===== src/rtl/hazard_unit.sv =====
// hazard_unit: stall, flush and forwarding control for the 5-stage core.
// It also sequences Execute occupancy for multi-cycle multiplies.
// Build option HAZARD_FWD_EN: when defined, E operands are forwarded from M/W and only
// load-use stalls. When undefined, fwd_* stay 00 and any RAW hazard in flight stalls Decode.
module hazard_unit #(
   parameter int unsigned REGW    = 4,
   parameter int unsigned MUL_LAT = 4
) (
   input  logic            clk,
   input  logic            reset_n,
   input  logic [REGW-1:0] rs1_d,
   input  logic [REGW-1:0] rs2_d,
   input  logic [REGW-1:0] rs1_e,
   input  logic [REGW-1:0] rs2_e,
   input  logic [REGW-1:0] rd_e,
   input  logic [REGW-1:0] rd_m,
   input  logic [REGW-1:0] rd_w,
   input  logic            regwrite_e,
   input  logic            regwrite_m,
   input  logic            regwrite_w,
   input  logic            memtoreg_e,
   input  logic            mul_start_e,
   input  logic            branch_taken_e,
   output logic            stall_f,
   output logic            stall_d,
   output logic            stall_e,
   output logic            flush_d,
   output logic            flush_e,
   output logic            flush_m,
   output logic [1:0]      fwd_a_e,
   output logic [1:0]      fwd_b_e,
   output logic            mul_busy,
   output logic [15:0]     stall_cycles
);

   localparam int unsigned CNTW = (MUL_LAT > 2) ? $clog2(MUL_LAT) : 1;
   localparam bit          MulEn = (MUL_LAT >= 2);
   // First MUL cycle stalls while cnt counts MUL_LAT-2 down to 0; the cnt==0 cycle releases E.
   localparam logic [CNTW-1:0] CntInit = CNTW'((MUL_LAT >= 2) ? (MUL_LAT - 2) : 0);

   typedef enum logic {StRun, StMul} state_e;

   state_e          state_q;
   logic [CNTW-1:0] cnt_q;
   logic [15:0]     stall_cycles_q;

   logic       mul_go;
   logic       mul_stall;
   logic       data_stall;
   logic [1:0] fwd_a;
   logic [1:0] fwd_b;

   // Nonzero destination with write enable matching either Decode source.
   function automatic logic dep(input logic [REGW-1:0] rd, input logic we,
                                input logic [REGW-1:0] a, input logic [REGW-1:0] b);
      return we && (rd != '0) && ((rd == a) || (rd == b));
   endfunction

   // Operand source for one E operand; M is the younger producer and wins over W.
   function automatic logic [1:0] fwd_sel(input logic [REGW-1:0] rs,
                                          input logic [REGW-1:0] rdm, input logic wem,
                                          input logic [REGW-1:0] rdw, input logic wew);
      if (wem && (rdm != '0) && (rdm == rs)) return 2'b10;
      if (wew && (rdw != '0) && (rdw == rs)) return 2'b01;
      return 2'b00;
   endfunction

   // Hazard detection: multiply occupancy, data dependencies and forwarding selects.
   always_comb begin
      mul_go    = MulEn && mul_start_e;
      mul_stall = (state_q == StRun) ? mul_go : (cnt_q != '0);
`ifdef HAZARD_FWD_EN
      data_stall = memtoreg_e && dep(rd_e, regwrite_e, rs1_d, rs2_d);
      fwd_a      = fwd_sel(rs1_e, rd_m, regwrite_m, rd_w, regwrite_w);
      fwd_b      = fwd_sel(rs2_e, rd_m, regwrite_m, rd_w, regwrite_w);
`else
      // Without forwarding every in-flight producer blocks Decode; load-use is a subset.
      data_stall = dep(rd_e, regwrite_e, rs1_d, rs2_d) ||
                   dep(rd_m, regwrite_m, rs1_d, rs2_d) ||
                   dep(rd_w, regwrite_w, rs1_d, rs2_d);
      fwd_a      = 2'b00;
      fwd_b      = 2'b00;
`endif
   end

`ifndef HAZARD_FWD_EN
   // E sources and the load flag only matter for forwarding.
   logic unused_fwd_inputs;
   assign unused_fwd_inputs = ^{rs1_e, rs2_e, memtoreg_e};
`endif

   // Output decode with multiply > branch > data-stall priority; everything low in reset.
   always_comb begin
      stall_f  = 1'b0;
      stall_d  = 1'b0;
      stall_e  = 1'b0;
      flush_d  = 1'b0;
      flush_e  = 1'b0;
      flush_m  = 1'b0;
      fwd_a_e  = 2'b00;
      fwd_b_e  = 2'b00;
      mul_busy = 1'b0;
      if (reset_n) begin
         fwd_a_e  = fwd_a;
         fwd_b_e  = fwd_b;
         mul_busy = (state_q == StMul);
         if (mul_stall) begin
            stall_f = 1'b1;
            stall_d = 1'b1;
            stall_e = 1'b1;
            flush_m = 1'b1;
         end else if (branch_taken_e) begin
            flush_d = 1'b1;
            flush_e = 1'b1;
         end else if (data_stall) begin
            stall_f = 1'b1;
            stall_d = 1'b1;
            flush_e = 1'b1;
         end
      end
   end

   // Multiply occupancy FSM and its down-counter.
   always_ff @(posedge clk or negedge reset_n) begin
      if (!reset_n) begin
         state_q <= StRun;
         cnt_q   <= '0;
      end else begin
         unique case (state_q)
            StRun: begin
               if (mul_go) begin
                  state_q <= StMul;
                  cnt_q   <= CntInit;
               end
            end
            StMul: begin
               if (cnt_q != '0) begin
                  cnt_q <= cnt_q - CNTW'(1);
               end else begin
                  state_q <= StRun;
               end
            end
            default: state_q <= StRun;
         endcase
      end
   end

   // Saturating count of Decode stall cycles.
   always_ff @(posedge clk or negedge reset_n) begin
      if (!reset_n) begin
         stall_cycles_q <= '0;
      end else if (stall_d && (stall_cycles_q != 16'hFFFF)) begin
         stall_cycles_q <= stall_cycles_q + 16'd1;
      end
   end

   assign stall_cycles = stall_cycles_q;

endmodule


===== config.mk =====
export PLATFORM = sky130hd
export DESIGN_NAME = hazard_unit
export DESIGN_NICKNAME = d
export VERILOG_FILES = /design/src/rtl/hazard_unit.sv
export SDC_FILE = /design/constraint.sdc
export NUM_CORES = 1
export LEC_CHECK = 0
export BUFFER_PORTS_ARGS = -buffer_cell sky130_fd_sc_hd__buf_2
export CORE_MARGIN = 5
export CORE_UTILIZATION = 25
export DETAILED_ROUTE_END_ITERATION = 10
export PLACE_DENSITY = 0.52
export SKIP_CTS_REPAIR_TIMING = 1
export SYNTH_ARGS = -nofsm -noshare
export SYNTH_HDL_FRONTEND = slang
export SYNTH_SLANG_ARGS = --single-unit

===== constraint.sdc =====
create_clock -name clk -period 2.6 [get_ports clk]
set_input_delay 0.26 -clock clk [delete_from_list [all_inputs] [get_ports clk]]
set_output_delay 0.26 -clock clk [all_outputs]
set_load 0.1 [all_outputs]

==> run metrics <==
CTS clock-pin slew for the worst setup and hold paths=roughly 80 ps; Most used DFF post-synth=sky130_fd_sc_hd__dfrtp_1; cell breakdown of the critical path=inv_1 > ha_1 > nor2b_1 > a21oi_1 > inv_2 > a211oi_2 > buf_2; initial standard-cell utilization of the core=0.2528; first-pass GRT wire length=5.126 mm; final weighted congestion in routability-driven placement=slightly below 0.8; netlist area before placement=1366 um^2; Hold Slack=-19.60 ps; routed vias=roughly 1,100; pre-CTS WS=between 400 and 500 ps; peak supply drop=between 0.7 and 0.8 mV; slowest CP cell=sky130_fd_sc_hd__buf_2; number of instances in the synthesized netlist=between 100 and 150; multi-input logic area=835.8 um^2; DRT antenna net count=0; fin nets=228; post-synthesis area per instance=approximately 10 um^2; P_leak=approximately 0.84 nW; setup TNS=0 ps; CTS H-tree depth=1; required time of the critical path=approximately 2300 ps; CTS max path bufs=2; violated checks=negative hold slack; worst-case clock skew=around 4.5 ps; maximum net fanout on the critical path=5; number of global-route vias before repair=1,159; root cell of the clock tree=sky130_fd_sc_hd__clkbuf_8; diodes inserted=0; total clock buffers created by CTS=3; CORE AREA=approximately 5400 um^2; number of fill cells=about 570; HPWL after detailed placement=2.485 mm; class of the tightest hold or removal check=input pin to async pin; clk sinks=19; Power Total=around 0.0017 W; register area share after synthesis=0.3480; number of enable-type register cells in the synthesized netlist=0; Max Cap Viol=0; placement row count=27; most frequent standard cell in the layout excluding fill and tap cells=sky130_fd_sc_hd__buf_2; final worst slack=265.1 ps; ratio of final minimum period to clock period=0.8981; detailed-route wire length=3.061 mm; data arrival time of the critical path=between 2000 and 2500 ps; initial antenna violation count=0; proportion of layout cells with a drive suffix above 1=0.3651; Worst Setup Start Kind=flip-flop; Die X-Extent=83.93 um; outcome=complete, but fails checks; type of the worst setup path=flip-flop to output port; number of cell instances on the worst register-to-register path=10; pin count of the biggest net entering global routing=22; detailed router's first-iteration violation count=25; final setup fails=0; router iterations before antenna repair=6; most frequent cells in the layout=49 x sky130_fd_sc_hd__buf_2, 29 x sky130_fd_sc_hd__xnor2_1, 19 x sky130_fd_sc_hd__dfrtp_1; RSZ-0062 raised after global routing=no; share of Yosys cell area claimed by the top area cell type=0.3480; max-slew violations=0; Warnings, synthesis=0; number of port buffers=49; fraction of synthesis flops using an asynchronous set or reset pin=1.000; GRT Residual Overflow=0; maximum achievable frequency=around 430 MHz; die span in y=between 80 and 90 um; shortest clock period the worst path allows after layout=2335 ps; count of cell types in the netlist=40; WL/cell=11.73 um; Hold Violations, Final=19; worst skew pair latency=about 250 ps; number of design rule violations left after detail routing=0; most area-consuming cells after synthesis=sky130_fd_sc_hd__dfrtp_1 35%, sky130_fd_sc_hd__xnor2_1 19%, sky130_fd_sc_hd__xor2_1 6.4%; post-detailed-route via-to-cell ratio=4.383; clock tree from TritonCTS=built; total routing resource utilization after global routing=0.08566; cell type contributing the most total cell area after synthesis=sky130_fd_sc_hd__dfrtp_1; boundary pin count=between 60 and 70; delay of the slowest critical-path stage=450 ps; full die area=between 7000 and 8000 um^2; combined flip-flop and latch cell area=about 480 um^2; signed area change from the synthesized netlist to the final layout=27.75%; CP endpoint kind=output port; post-synthesis register bit count=19; power density cells=954.6 nW/um^2
-- cell type report --
| type | count | share of cell area |
|---|---|---|
| well taps | 72 | 0.05161 |
| clock buffers | 3 | 0.02366 |
| clock inverters | 1 | 0.002867 |
| multi-input cells | 107 | 0.4789 |
| flip-flops and latches | 19 | 0.2724 |
| inverters | 6 | 0.01290 |
| repair buffers | 53 | 0.1577 |
-- path summary, 6_finish.rpt --
| path | endpoint | slack [ps] | startpoint |
|---|---|---|---|
| worst max-delay path | flush_e | 270 | cnt_q[0] |
| worst min-delay path | stall_cycles[6] | -20 | reset_n |
| worst max register to register | stall_cycles[15] | 460 | cnt_q[0] |
| worst min register to register | stall_cycles[15] | 490 | stall_cycles[15] |
| max in group asynchronous | stall_cycles[4] | 2410 | reset_n |
| min in group clk | cnt_q[0] | 190 | mul_start_e |
-- registers in the layout, summed over array words and instances, names as in the netlist --
name and cells:
stall_cycles 16, cnt_q 2, state_q 1
-- report_power, final --
group | internal (W) | switching, W
combinational | 0.000233 | 0.000800
clock | 0.000106 | 0.000101
sequential | 0.000361 | 0.0000658
total | 0.000700 | 0.000966
-- layer usage --
| layer | up-vias | routed length [um] | track usage |
|---|---|---|---|
| met5 | - | 0 | 0 |
| met4 | 0 | 19 | 0.02339 |
| met2 | 35 | 1421 | 0.1490 |
| met3 | 2 | 183 | 0.01678 |
| li1 | 581 | - | - |
| met1 | 526 | 1437 | 0.1073 |
-- through the flow --
stage                     instances  instance area [um^2]  utilization
after floorplan                 140                  1395            -
after global placement          257                  1699       0.3144
after detailed placement        257                  1699       0.3144
after CTS                       261                  1745       0.3229
after global routing            261                  1745       0.3229
final                           261                  1745       0.3229
-- worst max-delay path, delay by kind of cell, from the launching register on --
kind                       cells  cell delay, ps
AOI/OAI and AO/OA              2             530
adders and majority gates      1             180
and+or+nand+nor                1              60
DFF                            1             400
buffers and inverters          3             650
-- cell usage after synthesis (all sizes together) (3+ instances only) --
| cell | n |
|---|---|
| nand2 | 5 |
| o41ai | 3 |
| inv | 6 |
| a21oi | 4 |
| dfrtp | 19 |
| buf | 8 |
| nor3 | 4 |
| xor2 | 10 |
| nand3 | 6 |
| nor4 | 7 |
| nor2 | 5 |
| nand4 | 8 |
| xnor2 | 29 |
-- logic make-up (layout without fill, tap and decap cells) --
logic type / Yosys count / in the layout / share of synthesized area
adders and majority gates: 2 / 2 / 0.01831
and+or+nand+nor: 48 / 48 / 0.2409
buffers and inverters: 14 / 63 / 0.06135
muxes: 2 / 2 / 0.01923
xor gates and xnor gates: 39 / 39 / 0.2500
DFF: 19 / 19 / 0.3480
other: 1 / 4 / 0.002745
AOI/OAI and AO/OA: 12 / 12 / 0.05953
Power figures use the tool's default switching activity.
